`config.mk`:
```
export PLATFORM = sky130hd
export DESIGN_NAME = regs_wb_arbiter
export DESIGN_NICKNAME = d
export VERILOG_FILES = /design/src/rtl/regs_wb_arbiter.sv
export SDC_FILE = /design/constraint.sdc
export NUM_CORES = 1
export LEC_CHECK = 0
export ABC_AREA = 1
export BUFFER_PORTS_ARGS = -buffer_cell sky130_fd_sc_hd__buf_2
export CORE_MARGIN = 5
export CORE_UTILIZATION = 40
export CTS_BUF_LIST = sky130_fd_sc_hd__clkbuf_8
export DETAILED_ROUTE_END_ITERATION = 10
export PLACE_DENSITY = 0.72
export REMOVE_ABC_BUFFERS = 1
export SETUP_SLACK_MARGIN = 0.4
export SLEW_MARGIN = 20
export SYNTH_ARGS = -nofsm -noshare
export SYNTH_HDL_FRONTEND = slang
export SYNTH_SLANG_ARGS = --single-unit
```
`constraint.sdc`:
```
create_clock -name CLK -period 6.59 [get_ports CLK]
set_clock_uncertainty 0.2 [all_clocks]
set_input_delay 0.3295 -clock CLK [delete_from_list [all_inputs] [get_ports CLK]]
set_output_delay 0.3295 -clock CLK [all_outputs]
set_load 0.05 [all_outputs]
```
`src/rtl/regs_wb_arbiter.sv`:
```
// Round-robin writeback arbiter sharing the register file's single write port among ALU, MEM and MDU.
// Optional hazard query ports are built when WB_SCOREBOARD_EN is defined.
module regs_wb_arbiter #(
    parameter int DATA_W = 32,
    parameter int ADDR_W = 5
) (
    input  logic              CLK,
    input  logic              Reset,
    input  logic              alu_valid,
    input  logic [ADDR_W-1:0] alu_addr,
    input  logic [DATA_W-1:0] alu_data,
    output logic              alu_ready,
    input  logic              mem_valid,
    input  logic [ADDR_W-1:0] mem_addr,
    input  logic [DATA_W-1:0] mem_data,
    output logic              mem_ready,
    input  logic              mdu_valid,
    input  logic [ADDR_W-1:0] mdu_addr,
    input  logic [DATA_W-1:0] mdu_data,
    output logic              mdu_ready,
    output logic              Write_Reg,
    output logic [ADDR_W-1:0] W_Addr,
    output logic [DATA_W-1:0] W_Data,
    output logic [15:0]       wr_count
`ifdef WB_SCOREBOARD_EN
    ,
    input  logic [ADDR_W-1:0] q_addr_a,
    input  logic [ADDR_W-1:0] q_addr_b,
    output logic              hazard_a,
    output logic              hazard_b
`endif
);

    typedef enum logic [1:0] {
        SRC_ALU = 2'd0,
        SRC_MEM = 2'd1,
        SRC_MDU = 2'd2
    } src_e;

    src_e              last;
    src_e              winner;
    logic              grant;
    logic [ADDR_W-1:0] sel_addr;
    logic [DATA_W-1:0] sel_data;

    // Search begins just after the last winner; the first valid requester wins.
    always_comb begin
        grant  = 1'b0;
        winner = SRC_ALU;
        unique case (last)
            SRC_ALU: begin
                if (mem_valid)      begin grant = 1'b1; winner = SRC_MEM; end
                else if (mdu_valid) begin grant = 1'b1; winner = SRC_MDU; end
                else if (alu_valid) begin grant = 1'b1; winner = SRC_ALU; end
            end
            SRC_MEM: begin
                if (mdu_valid)      begin grant = 1'b1; winner = SRC_MDU; end
                else if (alu_valid) begin grant = 1'b1; winner = SRC_ALU; end
                else if (mem_valid) begin grant = 1'b1; winner = SRC_MEM; end
            end
            default: begin
                if (alu_valid)      begin grant = 1'b1; winner = SRC_ALU; end
                else if (mem_valid) begin grant = 1'b1; winner = SRC_MEM; end
                else if (mdu_valid) begin grant = 1'b1; winner = SRC_MDU; end
            end
        endcase
    end

    always_comb begin
        sel_addr = alu_addr;
        sel_data = alu_data;
        unique case (winner)
            SRC_MEM: begin sel_addr = mem_addr; sel_data = mem_data; end
            SRC_MDU: begin sel_addr = mdu_addr; sel_data = mdu_data; end
            default: begin sel_addr = alu_addr; sel_data = alu_data; end
        endcase
    end

    always_comb begin
        alu_ready = grant && (winner == SRC_ALU) && !Reset;
        mem_ready = grant && (winner == SRC_MEM) && !Reset;
        mdu_ready = grant && (winner == SRC_MDU) && !Reset;
    end

    // Writes to r0 are accepted (requester sees ready) but never reach the file.
    always_ff @(posedge CLK or posedge Reset) begin
        if (Reset) begin
            last      <= SRC_MDU;
            Write_Reg <= 1'b0;
            W_Addr    <= '0;
            W_Data    <= '0;
            wr_count  <= '0;
        end else if (grant) begin
            last      <= winner;
            Write_Reg <= (sel_addr != '0);
            W_Addr    <= sel_addr;
            W_Data    <= sel_data;
            if ((sel_addr != '0) && (wr_count != 16'hFFFF))
                wr_count <= wr_count + 16'd1;
        end else begin
            Write_Reg <= 1'b0;
        end
    end

`ifdef WB_SCOREBOARD_EN
    always_comb begin
        hazard_a = (q_addr_a != '0) &&
                   ((alu_valid && (alu_addr == q_addr_a)) ||
                    (mem_valid && (mem_addr == q_addr_a)) ||
                    (mdu_valid && (mdu_addr == q_addr_a)) ||
                    (Write_Reg && (W_Addr == q_addr_a)));
        hazard_b = (q_addr_b != '0) &&
                   ((alu_valid && (alu_addr == q_addr_b)) ||
                    (mem_valid && (mem_addr == q_addr_b)) ||
                    (mdu_valid && (mdu_addr == q_addr_b)) ||
                    (Write_Reg && (W_Addr == q_addr_b)));
    end
`endif

endmodule
```
==> results of run 1 <==
area by class of cell:
class                           instances  area (sq um)  share of cell area (%)
Multi-Input combinational cell        368          1720                    39.5
Sequential cell                        56          1400                    32.3
Inverter                               18          67.6                    1.56
Clock inverter                          1          30.0                   0.692
Tap cell                              105           131                    3.03
Timing Repair Buffer                  177           898                    20.7
Clock buffer                            7          96.3                    2.22
how the worst max path moves through the flow:
stage          startpoint            to  slack (ps)  cells past startpoint
2_1_floorplan     last[1]  wr_count[15]        3290                     14
3_3_place_gp      last[1]  wr_count[15]        3500                     15
3_5_place_dp      last[1]   wr_count[0]        3350                     15
4_1_cts           last[1]   wr_count[0]        3320                     15
5_1_grt           last[1]   wr_count[0]        3040                     15
6_report          last[1]  wr_count[14]        3300                     15
cells in the mapped netlist:
cell type | instances | area, sq um
clkbuf_1 | 10 | 37.5
buf_1 | 7 | 26.3
nand3b_1 | 3 | 22.5
nor3_1 | 1 | 5.00
o21ai_1 | 6 | 30.0
o21ai_0 | 69 | 345
nand2_1 | 189 | 709
a21oi_1 | 1 | 5.00
dfstp_2 | 1 | 26.3
nand2_2 | 1 | 6.26
buf_6 | 1 | 11.3
xnor2_1 | 3 | 26.3
or2_1 | 1 | 6.26
nor2_1 | 16 | 60.1
inv_1 | 17 | 63.8
buf_2 | 11 | 55.1
nand4_4 | 1 | 21.3
nand4_1 | 20 | 125
nand3_1 | 44 | 220
dfrtp_1 | 55 | 1380
xor2_1 | 3 | 26.3
nor2_4 | 1 | 11.3
or2_0 | 2 | 12.5
nor2_2 | 2 | 12.5
inv_2 | 1 | 3.75
ha_1 | 4 | 50.1
nand3_4 | 1 | 17.5
sequential cells by signal (all words and copies together), names as in the netlist:
signal / cells
W_Addr: 5
W_Data: 32
Write_Reg: 1
last: 2
wr_count: 16
logic make-up after synthesis:
logic type	count (synthesis)	synth area share (%)
XOR/XNOR	6	1.59
AO/OA/AOI/OAI	76	11.5
buffers and inverters	47	5.97
flip-flops	56	42.3
adder cells (fa/ha/maj)	4	1.51
AND/OR/NAND/NOR	282	37.1
worst register-to-register path, cell delays in order (launching register included):
cell and delay [ps]:
dfstp_2 530, inv_1 60, nand3_1 100, nand2_1 60, nor2_1 140, inv_1 100
ha_2 320, buf_4 490, or2_0 250, nand2_1 80, nand2_1 80, nor2_2 50
nand2_2 280, nand3_4 260, nand2_1 140, nand2_1 50
power by group:
group	leakage, uW	internal [uW]	switching, uW
Combinational	0.00146	198	591
Sequential	0.000689	441	70.8
Clock	0.0000645	134	111
routing by layer:
metal	vias up	global-route usage, %
li1	1853	-
met1	1578	23.2
met3	15	6.57
met4	0	6.24
met2	148	32.2
met5	-	0
stage by stage:
stage	util [%]	hold WS (ps)	area (sq um)
2_1_floorplan	-	309	3180
3_3_place_gp	51.8	264	4220
3_5_place_dp	51.8	268	4220
4_1_cts	53.4	37.4	4340
5_1_grt	53.4	77.9	4340
6_report	53.4	12.7	4340
==> metrics.cfg, run 1 <==
[outcome]
run_status = finished, final reports clean

[final_layout]
fin_cells = 732
fill_cells = 801
layout_commonest_cell = nand2_1
antennaDiodeCount = 0
drive_gt1_share_pct = 31.3
final_nets = 746
final_cell_mix = nand2_1 (189), buf_2 (172), o21ai_0 (69), dfrtp_1 (55), nand3_1 (44)
area_delta_synth_final_pct = 31.0

[clock_network]
clk_latency_ps = 310
clkSlewWorstSetupHoldPaths_ps = 100
cts_root_buffer = clkbuf_8
clock_path_buffers = 2
clkSinkCount = 56
ctsHoldBuffers = 0
ctsResizeCount = 0
tritoncts = built
cts-htree-levels = 2
cts_buffers = 5
cts_setup_buffers = 0

[sta]
final-setup-viol-count = 0
fin_crit_sh_pct = 50.0
slew_headroom_pct = 48.8
clock.fmax_mhz = 304
finalSetupTns_ps = 0
drv_slew = 0
fin_ws_ps = 3300
rsz0062_at_grt = false
hold_viol = 0
fin_crit_ps = 3290
tightest_slew_ps = 766

[routing]
top_layer = met4
met3_length_um = 973
drt_drc_violations_left = 0
drt_iter0_drc = 92
vias_per_cell = 4.91
drt-met1-wl_mm = 4.14
first_pass_iters = 4
wl_per_cell_um = 13.6
drtAntennaViolNets = 0
drt-total-wl_mm = 9.97
dr_wl_met2_mm = 4.72
vias = 3594

[global_routing]
antenna_found_initial = 0
first_global_vias = 3508
gr-total-overflow = 0
grt_max_degree = 75
grt_pass1_wl_mm = 15.9
grtUsageTotal_pct = 19.2

[worst_setup_path]
cp_num_buf_inv = 3
crit_path_max_incr_delay_ps = 530
crit_fanout = 74
r2r_slack_ps = 3300
end_kind = register
worstPathCellList = inv_1 > nand3_1 > nand2_1 > nor2_1 > inv_1 > ha_2 > buf_4 > or2_0 > nand2_1 > nand2_1 > nor2_2 > nand2_2 > nand3_4 > nand2_1 > nand2_1
crit_path_start_kind = register
r2r_end = wr_count[14]
cp_slowest_cell = dfstp_2
cp.required_ps = 6590
cp_top_family = simple AND/OR/NAND/NOR gates
r2r-start = last[1]
ff2ff_path_depth = 15
arrival_ps = 3290
crit_top_cell = nand2_1
critPathKind = register to register

[pwr]
vdd_drop_max_v = 0.000197
power_uw = 1550
power_density_nw_per_um2 = 356
p_leak_uw = 0.00221

[placement]
io_buffers = 172
place_hpwl_mm = 7.51
gp_congestion = 0.822
pre_cts_ws_ps = 3350
dp.cells = 724

[floorplanning]
design.die.area_sq_um = 10200
dieWidth_um = 101
num_rows = 33
coreArea_sq_um = 8130
start_util_pct = 40.7
ioPinCount = 173
die_y_um = 101

[hold_path]
worstHoldPathType = input pin to async pin

[logic_synthesis]
synth_cell_types = 27
synth_seq_area_share_pct = 42.3
yosys_warnings = 0
syn_inst = 471
syn_area_per_cell_sq_um = 7.03
synth_area_sq_um = 3310
ys_ff_latch = 56

[run]
max_cap_violations = 0

(Power assumes the default switching activity.)
==> run 2: changes to the inputs <==
Settings changed: ABC_AREA 1 to 0, PLACE_DENSITY 0.72 to 0.74.
Clock period 6.59 ns to 3.2 ns, I/O delays scaled along.
==> metrics.cfg, run 2 <==
[worst_setup_path]
arrival_ps = 2630  ; -660 ps
crit_path_start_kind = register
cp_num_buf_inv = 1  ; -2
ff2ff_path_depth = 10  ; -5
cp_slowest_cell = dfstp_2
cp_top_family = flip-flops
crit_path_max_incr_delay_ps = 570  ; +40 ps
end_kind = register
critPathKind = register to register
cp.depth = 10  ; -5
worstPathCellList = nor2b_1 > o22ai_1 > nand2_2 > ha_4 > mux2i_1 > and4_4 > a21bo_4 > buf_6 > nor4_4 > xor2_1
cp.required_ps = 3180  ; -3410 ps
crit_fanout = 7  ; -91%

[routing]
drtAntennaViolNets = 0  ; unchanged
vias = 3145  ; -12%
first_pass_iters = 4  ; unchanged
vias_per_cell = 4.94  ; +0.72%
drt_drc_violations_left = 0  ; unchanged
drt_iter0_drc = 97  ; +5.4%
drt-total-wl_mm = 9.30  ; -6.7%
wl_per_cell_um = 14.6  ; +7.4%

[final_layout]
drive_gt1_share_pct = 39.1  ; +7.8 points
final_nets = 654  ; -12%
utilization_pct = 60.7  ; +7.3 points
top_register = W_Data
largest_register_ffs = 32  ; unchanged
area_delta_synth_final_pct = 47.4
reg_top3 = W_Data (32), wr_count (16), W_Addr (5)
final_cell_mix = buf_2 (172), nand2_1 (81), o21ai_0 (69), dfrtp_1 (55), a22oi_1 (33)
layout_commonest_cell = buf_2

[logic_synthesis]
yosysMostFrequentCell = nand2_1
synth_seq_area_share_pct = 46.7  ; +4.4 points
netlist_top_cells_count = nand2_1 (82), o21ai_0 (71), dfrtp_1 (55)
async_flop_share_pct = 100  ; unchanged
syn_area_per_cell_sq_um = 8.85  ; +26%
synth_top_cell_by_area = dfrtp_1
yosys-top-cells-area = dfrtp_1 (46%), o21ai_0 (12%), nand2_1 (10%)
synthFlopType = dfrtp_1
synth_area_sq_um = 3000  ; -9.4%
ys_ff_latch = 56  ; unchanged
synth_top_cell_area_share_pct = 45.9  ; +4.3 points
synth_edf_count = 0  ; unchanged
syn_inst = 339  ; -28%
synth_cell_types = 37  ; +37%
yosys_warnings = 0  ; unchanged

[global_routing]
first_global_vias = 3264  ; -7.0%
grtUsageTotal_pct = 19.4  ; +0.17 points
gr-total-overflow = 0  ; unchanged
grt_pass1_wl_mm = 15.3  ; -3.8%
grt_max_degree = 63  ; -16%
antenna_found_initial = 2  ; +2

[floorplanning]
ioPinCount = 173  ; unchanged
start_util_pct = 41.1  ; +0.41 points
num_rows = 31  ; -6.1%
die_y_um = 96.6  ; -4.4%
dieWidth_um = 96.6  ; -4.4%
design.die.area_sq_um = 9330  ; -8.5%
coreArea_sq_um = 7290  ; -10%

[clock_network]
cts_root_buffer = clkbuf_8
clk_latency_ps = 300  ; about the same
cts_buffers = 5  ; unchanged
cts-htree-levels = 2  ; unchanged
clkSinkCount = 56  ; unchanged
clock_path_buffers = 2  ; unchanged
tritoncts = built
clkSlewWorstSetupHoldPaths_ps = 90  ; about the same

[sta]
hold_viol = 1  ; +1
whs_ps = -6.40  ; -19.1 ps
clock.fmax_mhz = 377  ; +24%
drv_slew = 0  ; unchanged
slew_headroom_pct = 49.7  ; +0.87 points
final-setup-viol-count = 0  ; unchanged
fin_crit_ps = 2650  ; -640 ps
rsz0062_at_grt = false
fin_crit_sh_pct = 82.9  ; +33 points
tightest_slew_ps = 753  ; -12.3 ps

[placement]
place_hpwl_mm = 6.85  ; -8.7%
gp_congestion = 0.857  ; +4.3%
io_buffers = 172  ; unchanged

[run]
max_cap_violations = 0  ; unchanged

[pwr]
p_leak_uw = 0.00211  ; -4.7%
power_density_nw_per_um2 = 657  ; +85%
vdd_drop_max_v = 0.000222  ; +13%

[hold_path]
hold_depth = 3
worstHoldPathType = input pin to register

[outcome]
violations = hold timing
run_status = finished, violations left

-- run 2: cell families (layout without fill, tap and decap cells) --
logic type	after synthesis	in the layout	share of synthesized area (%)
buffers and inverters	30	226	4.42
other	0	2	0
AOI/OAI and AO/OA	116	116	23.7
muxes	5	5	1.71
adders and majority gates	4	4	1.67
xor gates and xnor gates	14	14	4.09
and+or+nand+nor	114	114	17.6
DFF	56	56	46.7
-- run 2: through the flow --
stage	cells	TNS (ps)	worst slack (ps)	power, uW	instance area, sq um
detailed placement	593	0	415	2480	3940
global route	635	0	383	3080	4420
global placement	593	0	472	2440	3940
floorplan	314	-83040	-1690	2070	2890
CTS	632	0	420	2890	4340
finish	636	0	546	2910	4420
-- run 2: area by class of cell --
type                       count  area [sq um]
clock buffer                   6          82.6
inverter                       5          18.8
fill                         650          2870
antenna                        2          5.00
sequential                    56          1400
timing repair buffer         213          1250
tap                           99           124
clock inverter                 2          7.51
multi-input combinational    253          1530
-- run 2: repair_timing --
item                                   CTS  global route
resized for setup                        2            13
setup endpoints to repair                1            14
gates cloned                             0             0
pin swaps                                0             7
endpoints found under the hold margin   66             0
hold buffers                            31             0
setup buffers                            0             2
-- run 2: path summary, 6_finish.rpt --
| kind | startpoint | endpoint | slack (ps) |
|---|---|---|---|
| min in group asynchronous | Reset | W_Data[12] | 360 |
| min | alu_data[18] | W_Data[18] | -6 |
| max reg2reg | last[1] | wr_count[6] | 550 |
| max in group asynchronous | Reset | W_Data[5] | 1700 |
| max | last[1] | wr_count[6] | 550 |
| min reg2reg | W_Data[16] | W_Data[16] | 280 |
-- run 2: where the power goes --
part | internal [uW] | total (uW) | leakage (uW) | switching [uW]
clock | 171 | 383 | 0.0000538 | 212
sequential | 887 | 1040 | 0.000672 | 151
combinational | 410 | 1480 | 0.00138 | 1070
total | 1470 | 2910 | 0.00211 | 1440
-- run 2: routing by layer --
metal | vias to the layer above | part of all wire [%] | global-route usage, %
li1 | 1579 | - | -
met1 | 1430 | 40 | 22.2
met2 | 120 | 50 | 34.4
met3 | 14 | 7.9 | 6.47
met4 | 2 | 1.4 | 5.08
met5 | - | 0.14 | 0
-- run 2: worst min-delay path: cells and delay by family --
kind / cells / cell delay (ps)
buffers and inverters: 1 / 70
AOI/OAI and AO/OA: 2 / 220
==> run 3: changes to the inputs <==
Clock period 3.2 ns to 2.6 ns, I/O delays scaled along.
==> metrics.cfg, run 3 (synthesis results as in run 2) <==
[routing]
vias_per_cell = 5.18  ; +4.8%
drt_drc_violations_left = 0  ; unchanged
first_pass_iters = 4  ; unchanged
drtAntennaViolNets = 0  ; unchanged
drt_iter0_drc = 136  ; +40%
vias = 3419  ; +8.7%
drt-total-wl_mm = 11.0  ; +19%
wl_per_cell_um = 16.7  ; +14%

[worst_setup_path]
cp_num_buf_inv = 1  ; unchanged
r2r_slack_ps = -90  ; -640 ps
cp.required_ps = 2600  ; -580 ps
critPathKind = register to register
crit_path_max_incr_delay_ps = 590  ; +20 ps
cp_slowest_cell = dfstp_2
worstPathCellList = nor2b_2 > o22ai_2 > nand2_2 > ha_4 > mux2i_2 > and4_4 > a21bo_4 > buf_12 > nor4_4 > xor2_1
crit_path_start_kind = register
cp_top_family = flip-flops
end_kind = register
arrival_ps = 2690  ; +60 ps
crit_fanout = 7  ; unchanged

[final_layout]
layout_commonest_cell = buf_2
final_nets = 678  ; +3.7%
reg_top3 = W_Data (32), wr_count (16), W_Addr (5)
top_register = W_Data
area_delta_synth_final_pct = 67.9
final_cell_mix = buf_2 (169), nand2_1 (79), dfrtp_1 (55), o21ai_1 (46), dlygate4sd3_1 (37)
largest_register_ffs = 32  ; unchanged
drive_gt1_share_pct = 48.7  ; +9.6 points

[pwr]
power_density_nw_per_um2 = 766  ; +17%
p_sw_share_pct = 49.7  ; +0.17 points
p_leak_uw = 0.00232  ; +10%
power_uw = 3860  ; +33%
vdd_drop_max_v = 0.000295  ; +33%
pwr-share-clk_pct = 11.5  ; -1.7 points
seqPwrFrac_pct = 33.4  ; -2.3 points
p_int_uw = 1940  ; +32%
p_comb_share_pct = 55.0  ; +3.9 points
p_sw_uw = 1910  ; +33%

[sta]
drv_slew = 0  ; unchanged
fin_ws_ps = -91.5  ; -637 ps
fin_crit_sh_pct = 104  ; +21 points
clock.fmax_mhz = 372  ; -1.4%
hold_viol = 1  ; unchanged
tightest_slew_ps = 599  ; -154 ps
slew_headroom_pct = 60.0  ; +10 points
whs_ps = -0.633  ; +5.76 ps
final-setup-viol-count = 13  ; +13
rsz0062_at_grt = true
finalSetupTns_ps = -655  ; -655 ps
fin_crit_ps = 2690  ; +37.2 ps

[global_routing]
first_global_vias = 3522  ; +7.9%
gr-total-overflow = 0  ; unchanged
antenna_found_initial = 3  ; +1
grt_max_degree = 79  ; +25%
grt_pass1_wl_mm = 16.9  ; +11%
grtUsageTotal_pct = 22.0  ; +2.6 points

[outcome]
run_status = finished, violations left
violations = hold timing, setup timing

[clock_network]
clock_path_buffers = 2  ; unchanged
cts_root_buffer = clkbuf_8
cts-htree-levels = 2  ; unchanged
tritoncts = built
clk_latency_ps = 310  ; about the same
cts_buffers = 5  ; unchanged
clkSinkCount = 56  ; unchanged
clkSlewWorstSetupHoldPaths_ps = 100  ; about the same

[run]
max_cap_violations = 0  ; unchanged

[placement]
gp_congestion = 0.854  ; -0.35%
place_hpwl_mm = 6.83  ; -0.32%
io_buffers = 172  ; unchanged

[floorplanning]
design.die.area_sq_um = 9330  ; unchanged
ioPinCount = 173  ; unchanged
dieWidth_um = 96.6  ; unchanged
start_util_pct = 41.1  ; unchanged
die_y_um = 96.6  ; unchanged
coreArea_sq_um = 7290  ; unchanged
num_rows = 31  ; unchanged

[hold_path]
worstHoldPathType = input pin to register

run 3: changes by cell type in the layout (fill, tap and decap cells not counted), moves of 4 or more:
cell | before | now
o21ai_0 | 69 | 19
o21ai_1 | 2 | 46
a22oi_1 | 33 | 6
a22oi_2 | 0 | 27
buf_12 | 0 | 7
buf_6 | 1 | 7
dlygate4sd3_1 | 31 | 37
o21ai_2 | 0 | 6
nor2_1 | 6 | 2
nor2_4 | 0 | 4
run 3: path summary, 6_finish.rpt:
kind,depth (start not counted),to,startpoint
setup reg to reg,10,wr_count[9],last[1]
setup / recovery,10,wr_count[9],last[1]
hold / removal,5,W_Data[11],mem_data[11]
max in group asynchronous,4,W_Data[14],Reset
hold reg to reg,2,W_Addr[4],W_Addr[4]
min in group asynchronous,3,W_Data[24],Reset
run 3: metal layers:
layer | up-vias | routed length, um | GRT usage (%) | share of wire (%)
li1 | 1631 | - | - | -
met1 | 1557 | 4120 | 23.8 | 37
met2 | 184 | 5490 | 38.8 | 50
met3 | 45 | 984 | 7.48 | 8.9
met4 | 2 | 436 | 9.94 | 3.9
met5 | - | 7 | 0 | 0.063
run 3: power by group through the flow:
stage / combinational (uW) / sequential (uW) / clock, uW
global route: 2250 / 1320 / 490
finish: 2120 / 1290 / 445
detailed placement: 1780 / 1290 / 0
floorplan: 519 / 2030 / 0
global placement: 1740 / 1280 / 0
CTS: 1980 / 1280 / 454
run 3: area by class of cell:
| type | count | area [sq um] |
|---|---|---|
| Fill cell | 576 | 2250 |
| Multi-Input combinational cell | 253 | 1780 |
| Timing Repair Buffer | 237 | 1630 |
| Sequential cell | 56 | 1400 |
| Tap cell | 99 | 124 |
| Clock buffer | 5 | 68.8 |
| Inverter | 5 | 18.8 |
| Clock inverter | 3 | 11.3 |
| Antenna cell | 2 | 5.00 |
run 3: worst reg2reg max path: cells and delay by family, from the launching register on:
| kind | cells | cell delay, ps |
|---|---|---|
| and+or+nand+nor | 4 | 530 |
| adders and majority gates | 1 | 370 |
| xor gates and xnor gates | 1 | 170 |
| DFF | 1 | 590 |
| muxes | 1 | 270 |
| AOI/OAI and AO/OA | 2 | 310 |
| buffers and inverters | 1 | 160 |
run 3: timing repair:
item | 4_1_cts | 5_1_grt
setup endpoints to repair | 53 | 53
hold endpoints to repair | 62 | 0
resized for setup | 76 | 73
hold buffers | 37 | 0
setup buffers | 10 | 4
cloned | 2 | 0
pin swaps | 20 | 23
run 3: per-stage QoR:
stage          hold slack (ps)  setup slack, ps  util (%)  cell area (sq um)  instances
2_1_floorplan             99.9            -2260         -               2890        314
3_3_place_gp              44.0            -89.2      54.8               3990        597
3_5_place_dp              54.4             -245      54.8               3990        597
4_1_cts                   6.25             24.7      66.0               4810        654
5_1_grt                   15.0             -224      69.1               5040        660
6_report                -0.633            -91.5      69.1               5040        660
